### src/rtl/mmio_out_port.sv
// Memory-mapped output port: channel registers, status snapshot
// and a FIFO-buffered output stream with overflow interrupt.
module mmio_out_port #(
    parameter int                 DATA_W     = 64,
    parameter int                 ADDR_W     = 12,
    parameter logic [ADDR_W-1:0]  BASE_ADDR  = 12'h7F0,
    parameter int                 N_CH       = 4,
    parameter int                 FIFO_DEPTH = 8,
    parameter logic [DATA_W-1:0]  CH_RST     = '0
) (
    input  logic                   clk,
    input  logic                   rst,
    input  logic [ADDR_W-1:0]      bus_addr,
    input  logic [DATA_W-1:0]      bus_wdata,
    input  logic                   bus_we,
    input  logic                   bus_re,
    output logic                   bus_hit,
    output logic [DATA_W-1:0]      bus_rdata,
    input  logic [3:0]             status_in,
    output logic [N_CH*DATA_W-1:0] ch_out,
    output logic [DATA_W-1:0]      stream_data,
    output logic                   stream_valid,
    input  logic                   stream_ready,
    output logic                   irq
);

    localparam int PTR_W = $clog2(FIFO_DEPTH);
    localparam int CNT_W = PTR_W + 1;
    localparam logic [ADDR_W-1:0] OFF_PUSH = ADDR_W'(N_CH);
    localparam logic [ADDR_W-1:0] OFF_STAT = ADDR_W'(N_CH + 1);
    localparam logic [ADDR_W-1:0] OFF_SNAP = ADDR_W'(N_CH + 2);
    localparam logic [ADDR_W-1:0] WIN      = ADDR_W'(N_CH + 3);

    logic [DATA_W-1:0] ch_q [N_CH];
    logic [DATA_W-1:0] ch_d [N_CH];
    logic [DATA_W-1:0] mem_q [FIFO_DEPTH];
    logic [PTR_W-1:0]  wr_ptr_q, wr_ptr_d;
    logic [PTR_W-1:0]  rd_ptr_q, rd_ptr_d;
    logic [CNT_W-1:0]  count_q, count_d;
    logic              ovf_q, ovf_d;
    logic [3:0]        snap_q, snap_d;
    logic              snap_valid_q, snap_valid_d;

    logic [ADDR_W-1:0] off;
    logic              wr, empty, full, pop;
    logic              push_req, push_ok, ovf_set;
    logic [DATA_W-1:0] stat;

    assign off     = bus_addr - BASE_ADDR;
    assign bus_hit = (bus_addr >= BASE_ADDR) && (off < WIN);
    assign wr      = bus_we & bus_hit;

    assign empty        = (count_q == '0);
    assign full         = (count_q == CNT_W'(FIFO_DEPTH));
    assign stream_valid = ~empty;
    assign stream_data  = empty ? '0 : mem_q[rd_ptr_q];
    assign pop          = stream_valid & stream_ready;
    assign irq          = ovf_q;

    // A full FIFO still takes a push when the head leaves the same cycle.
    assign push_req = wr & (off == OFF_PUSH);
    assign push_ok  = push_req & (~full | pop);
    assign ovf_set  = push_req & full & ~pop;

    always_comb begin
        stat = '0;
        stat[CNT_W-1:0] = count_q;
        stat[CNT_W]     = empty;
        stat[CNT_W+1]   = full;
        stat[CNT_W+2]   = ovf_q;
        stat[CNT_W+3]   = snap_valid_q;
    end

    always_comb begin
        bus_rdata = '0;
        if (bus_hit && bus_re) begin
            for (int k = 0; k < N_CH; k++) begin
                if (off == ADDR_W'(k)) bus_rdata = ch_q[k];
            end
            if (off == OFF_PUSH) bus_rdata = stream_data;
            if (off == OFF_STAT) bus_rdata = stat;
            if (off == OFF_SNAP) bus_rdata = {{(DATA_W-4){1'b0}}, snap_q};
        end
    end

    always_comb begin
        for (int k = 0; k < N_CH; k++) begin
            ch_d[k] = ch_q[k];
            if (wr && off == ADDR_W'(k)) ch_d[k] = bus_wdata;
        end
        wr_ptr_d = push_ok ? wr_ptr_q + PTR_W'(1) : wr_ptr_q;
        rd_ptr_d = pop ? rd_ptr_q + PTR_W'(1) : rd_ptr_q;
        count_d  = count_q;
        if (push_ok && !pop) count_d = count_q + CNT_W'(1);
        if (!push_ok && pop) count_d = count_q - CNT_W'(1);
        // A fresh overflow outranks a same-cycle clear.
        ovf_d = ovf_q;
        if (wr && off == OFF_STAT && bus_wdata[0]) ovf_d = 1'b0;
        if (ovf_set) ovf_d = 1'b1;
        snap_d       = snap_q;
        snap_valid_d = snap_valid_q;
        if (bus_hit && bus_re && off == OFF_SNAP) snap_valid_d = 1'b0;
        if (wr && off == OFF_SNAP) begin
            snap_d       = status_in;
            snap_valid_d = 1'b1;
        end
    end

    always_ff @(posedge clk or posedge rst) begin
        if (rst) begin
            for (int k = 0; k < N_CH; k++) ch_q[k] <= CH_RST;
            wr_ptr_q     <= '0;
            rd_ptr_q     <= '0;
            count_q      <= '0;
            ovf_q        <= 1'b0;
            snap_q       <= '0;
            snap_valid_q <= 1'b0;
        end else begin
            for (int k = 0; k < N_CH; k++) ch_q[k] <= ch_d[k];
            wr_ptr_q     <= wr_ptr_d;
            rd_ptr_q     <= rd_ptr_d;
            count_q      <= count_d;
            ovf_q        <= ovf_d;
            snap_q       <= snap_d;
            snap_valid_q <= snap_valid_d;
        end
    end

    // Storage needs no reset: it is only observed while count is non-zero.
    always_ff @(posedge clk) begin
        if (push_ok) mem_q[wr_ptr_q] <= bus_wdata;
    end

    for (genvar k = 0; k < N_CH; k++) begin : g_ch
        assign ch_out[k*DATA_W +: DATA_W] = ch_q[k];
    end

endmodule
### config.mk
export PLATFORM = sky130hd
export DESIGN_NAME = mmio_out_port
export DESIGN_NICKNAME = d
export VERILOG_FILES = /design/src/rtl/mmio_out_port.sv
export SDC_FILE = /design/constraint.sdc
export NUM_CORES = 1
export LEC_CHECK = 0
export CORE_MARGIN = 2
export CORE_UTILIZATION = 43
export CTS_CLUSTER_SIZE = 20
export DETAILED_ROUTE_END_ITERATION = 8
export HOLD_SLACK_MARGIN = 0.03
export PLACE_DENSITY = 0.71
export SLEW_MARGIN = 0
export SYNTH_ARGS = -nofsm -noshare
export SYNTH_HDL_FRONTEND = slang
export SYNTH_SLANG_ARGS = --single-unit
### constraint.sdc
create_clock -name clk -period 19.78 [get_ports clk]
set_input_delay 2.967 -clock clk [delete_from_list [all_inputs] [get_ports clk]]
set_output_delay 2.967 -clock clk [all_outputs]
set_load 0.01 [all_outputs]
Word-level counts from Yosys, hierarchy flattened
Memory sizes are Yosys's and may differ from the RTL's.
Cells that the tools add are included.
- bitwise logic cells: 10
- $add $sub $neg: 5
- equality and inequality tests: 7
- multiplexer cells: 17
- reductions and logical operators: 19
- magnitude comparators: 2
- operator list (cell ; number):
    $mux 64 ; 9
    $eq 12x3->1 const B ; 3
    $eq 12x2->1 const B ; 2
    $eq 12x1->1 const B ; 1
    $ge 12x11->1 const B ; 1
    $logic_and 1x1->1 ; 12
    $logic_not 12->1 ; 1
    $lt 12x3->1 const B ; 1
    $sub 12x11->12 const B ; 1
    $mux 4 ; 2
    $add 3x1->3 const B ; 2
    $and 1x1->1 ; 6
    $mux 1 ; 6
    $reduce_bool 2->1 ; 3
    $add 4x1->4 const B ; 1
    $eq 4x4->1 const B ; 1
    $logic_not 4->1 ; 1
    $sub 4x1->4 const B ; 1
    $not 1->1 ; 3
    $logic_not 1->1 ; 2
    $or 1x1->1 ; 1
- register bits: 272
- memories kept: 1
- output and inout port bits: 387
- RAM bits: 512
- memory list (name ; words ; bits a word ; read ports ; clocked after Yosys merged registers in ; write ports ; RTL line ; source):
    mem_q ; 8 ; 64 ; 1 ; 0 ; 1 ; 36 ; logic [DATA_W-1:0] mem_q [FIFO_DEPTH];

Longest topological paths before layout
Gate-level depths: netlist (run 1).
- depth in word-level cells: 10
- depth in mapped cells: 12

Least setup slack after synthesis (run 1)
OpenSTA, ideal clock, no wires.
- path type: input -> register
- start point: in bus_addr[7]
- end point: mem mem_q[2][0], enable pin
- stages: 7
- path buffers: 2
- setup slack: 10.240 ns
- arrival: 8.975 ns
- library setup time: 0.565 ns
- cell sequence: nand4_1 buf_4 buf_2 nor4_2 nand4_1 or2_2 nor3_1
- word-level cells in the longest chain between the ends: 8
- RTL lines (item ; RTL line ; source):
    from (decl) ; 13 ; input logic [ADDR_W-1:0] bus_addr,
    $sub 12x11->12 ; 49 ; assign off = bus_addr - BASE_ADDR;
    $lt 12x3->1 ; 50 ; assign bus_hit = (bus_addr >= BASE_ADDR) && (off < WIN);
    $logic_and 1x1->1 * ; 50 ;
    net bus_hit ; 17 ; output logic bus_hit,
    $and 1x1->1 * ; 51 ; assign wr = bus_we & bus_hit;
    $and 1x1->1 * ; 61 ; assign push_req = wr & (off == OFF_PUSH);
    $and 1x1->1 * ; 62 ; assign push_ok = push_req & (~full | pop);
    $mux 1 * ; 131 ; if (push_ok) mem_q[wr_ptr_q] <= bus_wdata;
    $mux 1 (implied by the code) * ; 131 ;
    to (decl) ; 36 ;
Mark *: on every way through the listed nets, which the timed path passes. The rest lies on a longest branch.

Worst setup path in the final report (run 1)
- start point: in bus_addr[10]
- end point: out bus_rdata[45]
- word-level cells in the longest chain between the ends: 10
- RTL lines (item ; RTL line ; source):
    $sub 12x11->12 ; 49 ;
    $logic_not 12->1 ; 78 ; if (off == ADDR_W'(k)) bus_rdata = ch_q[k];
    $mux 64 (4 in series) ; 78 ;
    $mux 64 ; 80 ; if (off == OFF_PUSH) bus_rdata = stream_data;
    $mux 64 ; 81 ; if (off == OFF_STAT) bus_rdata = stat;
    $mux 64 ; 82 ; if (off == OFF_SNAP) bus_rdata = {{(DATA_W-4){1'b0}}, snap_q};
    $mux 64 * ; 76 ; if (bus_hit && bus_re) begin
    to (decl) ; 18 ; output logic [DATA_W-1:0] bus_rdata,
Every way passes the cells marked *; elsewhere a longest branch is shown, timed or not.

==> results.txt, run 1 <==
----------------------------------------------------
[Status]
  Outcome ... complete, no violations

[Global routing]
  First-pass GRT wire length ... 129000 um
  Initial antenna violation count ... 3
  Total congestion overflow after global routing ... 0
  Number of global-route vias before repair ... 20238
  Maximum number of pins on one net before global-route repair ... 75
  Tot GR Track Use ... 22.0%

[Setup path]
  Critical Path Start Type ... primary input
  Critical Path Sink Type ... output pin
  Reg2reg setup slack ... 16.08 ns
  Worst endpoint required time ... 16.81 ns
  Max Fanout on Critical Path ... 33
  Kind of critical path ... in -> out
  Critical Path AT ... 6.93 ns

[Timing]
  Slew Viols, Final ... 0
  Final Hold Fails ... 0
  Slew margin rel. ... 23.0%
  Worst Clk Skew ... 0.0220 ns
  Final-report setup violation count ... 0
  Period utilization ... 50.0%
  Pin slew with the least headroom to its limit ... 1.14 ns
  Setup repair after global routing missed its margin ... false
  Setup TNS ... 0 ns
  Min cycle time layout ... 9.90 ns
  Peak clock frequency supported by timing ... 0.101 GHz

[Drt]
  Via count ... 19091
  Routed wire length per instance ... 25.8 um
  Number of routed nets with antenna violations ... 0
  Via density ... 5.80
  DRC errors left ... 0
  Final routed wirelength across all metal layers ... 84900 um
  First DRT Iteration DRCs ... 1749
  DR pass1 iterations ... 7

[Die]
  Total I/O pin count ... 472
  Placeable core area ... 73200 um2
  Die boundary height ... 277 um
  Std-Cell Rows ... 99
  Initial Utilization ... 43.6%
  DIE WIDTH ... 277 um
  Die Outline Area ... 76500 um2

[CTS]
  Clock network latency to the later pin of the worst-skew pair ... 0.61 ns
  Clk buf depth ... 3
  Clock tree from TritonCTS ... built
  Number of hold-repair buffers added at the cts stage ... 0
  Number of buffers added by the clock tree synthesis step ... 82
  Number of gates resized after CTS ... 0
  Post-CTS setup buffer count ... 0
  Clock slew seen by the registers of the worst setup and hold paths ... 0.06 ns
  CTS H-Tree Depth ... 3
  Root buffer cell ... clkbuf_16
  TritonCTS Sinks ... 784

[Synth]
  Top_reg_cell synth ... edfxtp_1
  Area contributors post-synth ... edfxtp_1, dfrtp_1, mux4_2
  Avg Synthesized Cell Area ... 17.9 um2
  Sequential element share of the synthesized area ... 69.4%
  Synth Net Count ... 1871
  Number of enable flip-flop cells after synthesis ... 512
  Number of flip-flops and latches in the synthesized netlist ... 784
  Synth warnings ... 0
  Cells after Synth ... 1781
  Cell area after synthesis ... 31900 um2
  Top-area cell type share of the netlist area ... 48.1%
  Number of library cell types mapped by synthesis ... 49
  Post-synth ARST share ... 34.7%
  Cell type with the largest total area after synthesis ... edfxtp_1

[Finish]
  Share of cells above drive strength 1 ... 24.3%
  Core utilization of the finished layout ... 55.1%
  Relative area change from synthesis to final layout ... 26.4%
  Total of fill cells in the finished design ... 5590
  Area of the multi-input gates ... 9320 um2
  Count of nets after finishing ... 2354
  Sequential Area ... 22200 um2

[Power and ir drop]
  Share of total power in sequential cells ... 42.6%
  Worst ir drop on vdd ... 0.101 mV
  Psw ... 1.18 mW
  Switch share ... 27.3%
  Power density over the cells ... 107 nW/um2
  Part of the total power dissipated in the clock network ... 34.3%
  Static Leakage ... 15.4 nW
  Internal Dissipation ... 3.14 mW
  Combinational group share of total power ... 23.1%
  PnR Total Power ... 4.32 mW

[Job]
  Max-Cap Viols ... 0

[Placement]
  Port-buffer cells ... 471
  Half-perimeter wire length after detailed placement ... 53700 um
  Routability congestion estimate from global placement ... 0.887

[Min path]
  Min-Delay Path Class ... reg -> reg

----------------------------------------------------
## power by group through the flow
stage / clock [mW] / combinational (mW) / sequential (mW)
CTS: 1.51 / 1.01 / 1.85
floorplan: 0 / 0.638 / 1.80
global route: 1.58 / 1.06 / 1.85
global placement: 0 / 1.00 / 1.88
finish: 1.48 / 1.00 / 1.84
detailed placement: 0 / 1.01 / 1.88
## final timing paths
path / start / end / cells past startpoint
worst max-delay path: bus_addr[10] / bus_rdata[45] / 7
worst max register to register: count_q[0]$_DFFE_PP0P_ / count_q[2]$_DFFE_PP0P_ / 11
worst min register to register: ch_out[240]$_DFFE_PP0P_ / ch_out[240]$_DFFE_PP0P_ / 1
max in group asynchronous: rst / ch_out[232]$_DFFE_PP0P_ / 4
min in group asynchronous: rst / ch_out[78]$_DFFE_PP0P_ / 2
worst min-delay path: ch_out[240]$_DFFE_PP0P_ / ch_out[240]$_DFFE_PP0P_ / 1
## stage by stage
stage	hold WS [ns]	worst slack, ns	instance area [um2]	instances
floorplan	0.461	9.32	31900	1781
detailed placement	0.495	9.99	37800	3139
global placement	0.498	10.12	37800	3139
CTS	0.524	9.97	40400	3289
global route	0.536	9.74	40400	3290
finish	0.524	9.88	40400	3291
## cell type report
cell class	instances	area share (%)
flip-flops and latches	784	55.0
multi-input cells	878	23.1
repair buffers	513	12.5
clock buffers	111	5.64
well taps	959	2.97
clock inverters	39	0.793
inverters	5	0.0651
diodes	2	0.0124
## layout by cell type, fill, tap and decap left out, types with 4 or more instances in the layout
| cell type | netlist | layout |
|---|---|---|
| a22o_1 | 57 | 57 |
| or2_2 | 4 | 4 |
| mux2_1 | 24 | 24 |
| clkbuf_16 | 0 | 86 |
| inv_1 | 5 | 4 |
| buf_4 | 1 | 42 |
| nor3_4 | 4 | 4 |
| mux2i_1 | 66 | 66 |
| bufinv_16 | 0 | 4 |
| clkbuf_1 | 45 | 22 |
| nor2_1 | 73 | 67 |
| nand2b_1 | 14 | 14 |
| inv_6 | 0 | 5 |
| nand3_1 | 5 | 5 |
| ha_1 | 5 | 5 |
| xor2_1 | 6 | 6 |
| clkinv_1 | 0 | 9 |
| nor4_1 | 9 | 4 |
| mux2_2 | 241 | 241 |
| a31oi_1 | 4 | 4 |
| clkdlybuf4s50_1 | 0 | 471 |
| a21oi_1 | 5 | 5 |
| clkinv_2 | 0 | 17 |
| nand2_1 | 121 | 120 |
| o21ai_0 | 10 | 10 |
| mux4_2 | 131 | 131 |
| a222oi_1 | 56 | 56 |
| nor4_2 | 2 | 7 |
| edfxtp_1 | 512 | 512 |
| dfrtp_1 | 272 | 269 |
| nor2_4 | 0 | 6 |
## routing by layer
layer / vias up / routed length (um) / share of wire [%] / GRT usage (%)
met2: 836 / 42800 / 50 / 37.4
met1: 10062 / 34200 / 40 / 28.5
li1: 8042 / - / - / -
met5: - / 14 / 0.016 / 0
met3: 149 / 5540 / 6.5 / 4.17
met4: 2 / 2330 / 2.7 / 7.54
## logic make-up after synthesis
kind of cell / after synthesis / synth area share (%)
AO/OA/AOI/OAI: 149 / 4.09
XOR/XNOR: 9 / 0.247
adder cells (fa/ha/maj): 5 / 0.196
buffers and inverters: 119 / 1.73
flip-flops: 784 / 69.4
multiplexers: 462 / 20.6
AND/OR/NAND/NOR: 253 / 3.66
## worst max-delay path, cell delays in order
cell and delay [ns]:
clkdlybuf4s50_1 0.55, nand4b_4 0.28, a2111oi_2 0.81, a21boi_4 0.91
buf_4 0.59, a22o_1 0.23, clkdlybuf4s50_1 0.54
## sequential cells by signal, summed over array words and instances, names as in the netlist
| signal | cells |
|---|---|
| ch_out | 256 |
| wr_ptr_q | 3 |
| irq | 1 |
| snap_valid_q | 1 |
| count_q | 4 |
| mem_q | 512 |
| rd_ptr_q | 3 |
| snap_q | 4 |
## Yosys cell counts, types with 10 or more instances
library cell  number
a222oi_1          56
clkbuf_1          45
o21ai_0           10
nor2_1            73
a22o_1            57
mux2_2           241
mux2_1            24
mux4_2           131
nand2_1          121
buf_1             17
edfxtp_1         512
nand2b_1          14
mux2i_1           66
dfrtp_1          272
buf_2             45
Power figures use the tool's default switching activity.
==> run 2: changes to the inputs <==
- clock period: 19.78 -> 9.99 ns (I/O delays scaled with it)
==> run 2 against run 1 <==
Sequential power is 99% higher. Worst setup slack worse by 6.8 ns. Largest cell class unchanged. Critical path depth is 1 lower. Die area stayed put. Clock power is 99% higher. Critical endpoint is now bus_rdata[29].
==> results.txt, run 2 (synthesized netlist as in run 1, its figures left out) <==
----------------------------------------------------
[Timing]
  Min cycle time layout ... 6.86 ns
  Peak clock frequency supported by timing ... 0.146 GHz
  Slew Viols, Final ... 0
  Period utilization ... 68.7%
  Setup repair after global routing missed its margin ... false
  Pin slew with the least headroom to its limit ... 1.08 ns
  Slew margin rel. ... 28.3%
  Worst Clk Skew ... 0.0179 ns
  Worst path setup slack after routing ... 3.13 ns
  Setup TNS ... 0 ns
  Final Hold Fails ... 0
  Final-report setup violation count ... 0
  Tightest hold margin ... 0.512 ns

[Placement]
  Half-perimeter wire length after detailed placement ... 52700 um
  Worst-case setup slack after placement ... 3.21 ns
  Post-Place Cells ... 3133
  Standard cell area after detailed placement ... 37700 um2
  Port-buffer cells ... 471
  Routability congestion estimate from global placement ... 0.882

[Finish]
  Leading cell types in the layout, fill and taps excluded ... edfxtp_1, clkdlybuf4s50_1, dfrtp_1, mux2_2, mux4_2
  Core utilization of the finished layout ... 55.2%
  Most common cell after layout, fill and taps aside ... edfxtp_1
  Count of nets after finishing ... 2346
  Final standard cell count with taps included and fillers excluded ... 3283
  Register containing the most flip-flops in the final layout ... mem_q
  Antenna fix cells ... 0
  Relative area change from synthesis to final layout ... 26.4%
  Finished Cell Area ... 40400 um2
  Share of cells above drive strength 1 ... 24.3%
  Max reg flops ... 512

[Drt]
  Routed wire length per instance ... 26.0 um
  DRC errors left ... 0
  Final routed wirelength across all metal layers ... 85300 um
  Routed metal-1 wire length ... 35500 um
  Via density ... 5.78
  Max layer used ... met5
  First DRT Iteration DRCs ... 1536
  Routed length on met3 ... 5070 um
  Via count ... 18961
  Number of routed nets with antenna violations ... 0
  DR WL met2 ... 42600 um
  DR pass1 iterations ... 7

[Setup path]
  Max Fanout on Critical Path ... 33
  Critical Path Sink Type ... output pin
  Worst endpoint required time ... 8.49 ns
  Kind of critical path ... in -> out
  Critical Path Start Type ... primary input
  Critical Path AT ... 5.36 ns

[Global routing]
  Tot GR Track Use ... 22.1%
  Initial antenna violation count ... 1
  Number of global-route vias before repair ... 19864
  First-pass GRT wire length ... 129000 um
  Maximum number of pins on one net before global-route repair ... 144
  Total congestion overflow after global routing ... 0

[CTS]
  Clock slew seen by the registers of the worst setup and hold paths ... 0.06 ns
  Clock tree from TritonCTS ... built
  Clock network latency to the later pin of the worst-skew pair ... 0.61 ns
  Root buffer cell ... clkbuf_16
  Number of hold-repair buffers added at the cts stage ... 0
  Number of gates resized after CTS ... 0
  TritonCTS Sinks ... 784
  CTS H-Tree Depth ... 3
  Post-CTS setup buffer count ... 0
  Clk buf depth ... 3
  Number of buffers added by the clock tree synthesis step ... 80

[Job]
  Max-Cap Viols ... 0

[Power and ir drop]
  PnR Total Power ... 8.59 mW
  Internal Dissipation ... 6.25 mW
  Static Leakage ... 15.4 nW
  Switch share ... 27.2%
  Combinational group share of total power ... 22.9%
  Worst ir drop on vdd ... 0.196 mV
  Share of total power in sequential cells ... 42.7%
  Power density over the cells ... 213 nW/um2
  Psw ... 2.33 mW
  Part of the total power dissipated in the clock network ... 34.4%

[Die]
  Total I/O pin count ... 472
  Die Outline Area ... 76500 um2
  Placeable core area ... 73200 um2
  Std-Cell Rows ... 99
  DIE WIDTH ... 277 um
  Die boundary height ... 277 um
  Initial Utilization ... 43.6%

[Min path]
  Min-Delay Path Class ... reg -> reg

[Status]
  Outcome ... complete, no violations

----------------------------------------------------
==> run 2: cell types whose count changed in the layout (fill, tap and decap cells not counted), sizes merged <==
cell / delta
buf: -6
clkbuf: +6
clkinv: -4
inv: -3
clkinvlp: +2
diode: -2
bufinv: -1
==> run 2: power groups by stage <==
stage | clock network [mW] | registers, mW | logic [mW]
global route | 3.15 | 3.68 | 2.08
floorplan | 0 | 3.56 | 1.26
finish | 2.95 | 3.67 | 1.97
global placement | 0 | 3.73 | 1.96
detailed placement | 0 | 3.74 | 1.98
CTS | 3.02 | 3.67 | 1.99
==> run 2: worst max-delay path: stages <==
cell and delay (ns):
clkdlybuf4s50_1 0.79, a2111oi_2 0.81, a21boi_4 0.88, buf_4 0.54, a22o_1 0.22, clkdlybuf4s50_1 0.54
==> run 2: worst paths after layout <==
kind | from | end | slack, ns | cells after the start
min in group asynchronous | rst | ch_out[14]$_DFFE_PP0P_ | 1.48 | 2
min | snap_q[1]$_DFFE_PP0P_ | snap_q[1]$_DFFE_PP0P_ | 0.51 | 1
max | bus_addr[1] | bus_rdata[29] | 3.13 | 6
min reg2reg | snap_q[1]$_DFFE_PP0P_ | snap_q[1]$_DFFE_PP0P_ | 0.51 | 1
max reg2reg | count_q[0]$_DFFE_PP0P_ | mem_q[7][22]$_DFFE_PP_ | 6.33 | 6
max in group asynchronous | rst | ch_out[237]$_DFFE_PP0P_ | 7.11 | 3
==> run 2: final cells by class <==
class                   count  area (um2)
well taps                 959        1200
clock buffers             117        2380
fillers                  5547       32800
flip-flops and latches    784       22200
inverters                   5        26.3
repair buffers            507        5000
multi-input cells         878        9320
clock inverters            33         256
==> run 2: layer usage <==
| layer | vias to the layer above | GRT usage, % |
|---|---|---|
| li1 | 8019 | - |
| met1 | 10041 | 29.8 |
| met5 | - | 0 |
| met2 | 764 | 37.1 |
| met3 | 135 | 3.43 |
| met4 | 2 | 6.91 |
==> run 3: changes to the inputs <==
- clock period: 9.99 -> 6.51 ns (I/O delays scaled with it)
==> run 3 against run 2 <==
Cell count grew 0.18%. Clock-buffer cell count shrank 2. Sequential share of layout area decreased by 0.52 points. Worst setup slack got worse by 1.9 ns. Power grew 57%. Largest power group unchanged. Highest routed layer unchanged.
==> results.txt, run 3 (synthesized netlist as in run 1, its figures left out) <==
----------------------------------------------------
[Status]
  Outcome ... complete, no violations

[Setup path]
  Kind of critical path ... in -> out
  Crit path buffers/inverters ... 3
  Worst endpoint required time ... 5.53 ns
  Critical-path top delay cell ... a2111oi_2
  Most prevalent standard cell on the critical path ... clkdlybuf4s50_1
  Cell chain of the critical path ... clkdlybuf4s50_1 > nand4b_4 > a2111oi_2 > nor4b_2 > buf_4 > a22o_1 > clkdlybuf4s50_1
  Reg2reg end ... mem_q[2][18]$_DFFE_PP_
  Cell count of the worst reg-to-reg path ... 6
  Critical Path AT ... 4.32 ns
  Startpoint of the worst register-to-register path ... count_q[1]$_DFFE_PP0P_
  Reg2reg setup slack ... 3.66 ns
  Max stage delay on crit path ... 0.85 ns
  Critical Path Start Type ... primary input
  Levels on crit path ... 7
  Endpoint of the most critical setup path ... bus_rdata[29]
  Family with the most delay on the worst path ... buffers and inverters
  Max Fanout on Critical Path ... 34
  Critical Path Start ... bus_addr[8]
  Critical Path Sink Type ... output pin

[Finish]
  Total of fill cells in the finished design ... 5545
  Max reg flops ... 512
  Count of nets after finishing ... 2351
  Most common cell after layout, fill and taps aside ... edfxtp_1
  Final standard cell count with taps included and fillers excluded ... 3289
  Leading cell types in the layout, fill and taps excluded ... edfxtp_1, clkdlybuf4s50_1, dfrtp_1, mux2_2, mux4_2
  Register containing the most flip-flops in the final layout ... mem_q
  Share of cells above drive strength 1 ... 24.6%
  Relative area change from synthesis to final layout ... 27.6%

[Die]
  Std-Cell Rows ... 99
  Total I/O pin count ... 472
  Die boundary height ... 277 um
  Placeable core area ... 73200 um2
  DIE WIDTH ... 277 um
  Die Outline Area ... 76500 um2
  Initial Utilization ... 43.6%

[Power and ir drop]
  Power density over the cells ... 331 nW/um2
  Static Leakage ... 15.5 nW
  Share of total power in sequential cells ... 41.2%
  PnR Total Power ... 13.5 mW
  Part of the total power dissipated in the clock network ... 35.6%
  Internal Dissipation ... 9.87 mW
  Psw ... 3.62 mW
  Worst ir drop on vdd ... 0.246 mV
  Combinational group share of total power ... 23.1%
  Switch share ... 26.9%

[Drt]
  DR WL met2 ... 43600 um
  First DRT Iteration DRCs ... 1556
  DR pass1 iterations ... 8
  Via count ... 18907
  Routed length on met3 ... 4420 um
  Routed wire length per instance ... 25.7 um
  Max layer used ... met5
  Final routed wirelength across all metal layers ... 84400 um
  Number of routed nets with antenna violations ... 0
  Routed metal-1 wire length ... 34400 um
  DRC errors left ... 0
  Via density ... 5.75

[Placement]
  Routability congestion estimate from global placement ... 0.887
  Half-perimeter wire length after detailed placement ... 51500 um
  Port-buffer cells ... 471
  Post-Place Cells ... 3137

[CTS]
  Number of buffers added by the clock tree synthesis step ... 81
  TritonCTS Sinks ... 784
  CTS H-Tree Depth ... 3
  Post-CTS setup buffer count ... 0
  Clock network latency to the later pin of the worst-skew pair ... 0.62 ns
  Clock tree from TritonCTS ... built
  Number of hold-repair buffers added at the cts stage ... 0
  Clk buf depth ... 3
  Root buffer cell ... clkbuf_16
  Number of gates resized after CTS ... 0
  Clock slew seen by the registers of the worst setup and hold paths ... 0.06 ns

[Timing]
  Slew margin rel. ... 25.4%
  Min cycle time layout ... 5.30 ns
  Worst Clk Skew ... 0.0215 ns
  Peak clock frequency supported by timing ... 0.189 GHz
  Final-report setup violation count ... 0
  Final Hold Fails ... 0
  Pin slew with the least headroom to its limit ... 1.12 ns
  Slew Viols, Final ... 0
  Setup repair after global routing missed its margin ... false
  Setup TNS ... 0 ns
  Period utilization ... 81.4%

[Global routing]
  Maximum number of pins on one net before global-route repair ... 149
  Tot GR Track Use ... 22.0%
  Total congestion overflow after global routing ... 0
  First-pass GRT wire length ... 128000 um
  Initial antenna violation count ... 3
  Number of global-route vias before repair ... 19952

[Min path]
  Min-Delay Path Class ... reg -> reg

[Job]
  Max-Cap Viols ... 0

----------------------------------------------------
==> run 3: metal layers <==
metal / global-route usage [%] / vias up
met5: 0 / -
met4: 7.10 / 4
met3: 3.62 / 127
met2: 38.3 / 672
met1: 28.2 / 10073
li1: - / 8031
==> run 3: how the worst min path moves through the flow <==
stage                     cells past startpoint                        to                     start
after global routing                          1     ch_out[3]$_DFFE_PP0P_     ch_out[3]$_DFFE_PP0P_
after global placement                        1  snap_valid_q$_DFFE_PP0P_  snap_valid_q$_DFFE_PP0P_
final                                         1  snap_valid_q$_DFFE_PP0P_  snap_valid_q$_DFFE_PP0P_
after detailed placement                      2           irq$_DFFE_PP0P_           irq$_DFFE_PP0P_
after floorplan                               1  snap_valid_q$_DFFE_PP0P_  snap_valid_q$_DFFE_PP0P_
after CTS                                     2           irq$_DFFE_PP0P_           irq$_DFFE_PP0P_
==> run 3: power by group through the flow <==
| stage | logic, mW | registers (mW) | clock network [mW] |
|---|---|---|---|
| after floorplan | 1.94 | 5.46 | 0 |
| after global placement | 3.13 | 5.67 | 0 |
| after detailed placement | 3.16 | 5.67 | 0 |
| after CTS | 3.17 | 5.57 | 4.90 |
| after global routing | 3.32 | 5.58 | 5.11 |
| final | 3.12 | 5.56 | 4.81 |
==> run 3: layout make-up <==
cell class              count  area, um2  share of cell area, %
well taps                 959       1200                   2.94
multi-input cells         878       9340                   22.9
flip-flops and latches    784      22200                   54.4
clock buffers             115       2410                   5.90
diodes                      1       2.50                0.00614
clock inverters            36        415                   1.02
inverters                   5       22.5                 0.0552
repair buffers            511       5190                   12.7
==> run 3: worst register-to-register path: stages (launching register included) <==
cell and delay (ns):
dfrtp_1 0.49, nor3_1 0.13, nand3b_1 0.12, nand4_1 0.39, or2_2 0.56, nor3_4 0.16
buf_4 0.59
==> run 3: per-stage QoR <==
step | hold slack, ns | worst slack [ns] | util (%) | instance area, um2
after global routing | 0.546 | 0.945 | 55.7 | 40800
final | 0.526 | 1.21 | 55.7 | 40800
after global placement | 0.495 | 1.37 | 51.8 | 37900
after floorplan | 0.461 | 0.683 | - | 32000
after CTS | 0.525 | 1.24 | 55.7 | 40800
after detailed placement | 0.497 | 1.28 | 51.8 | 37900
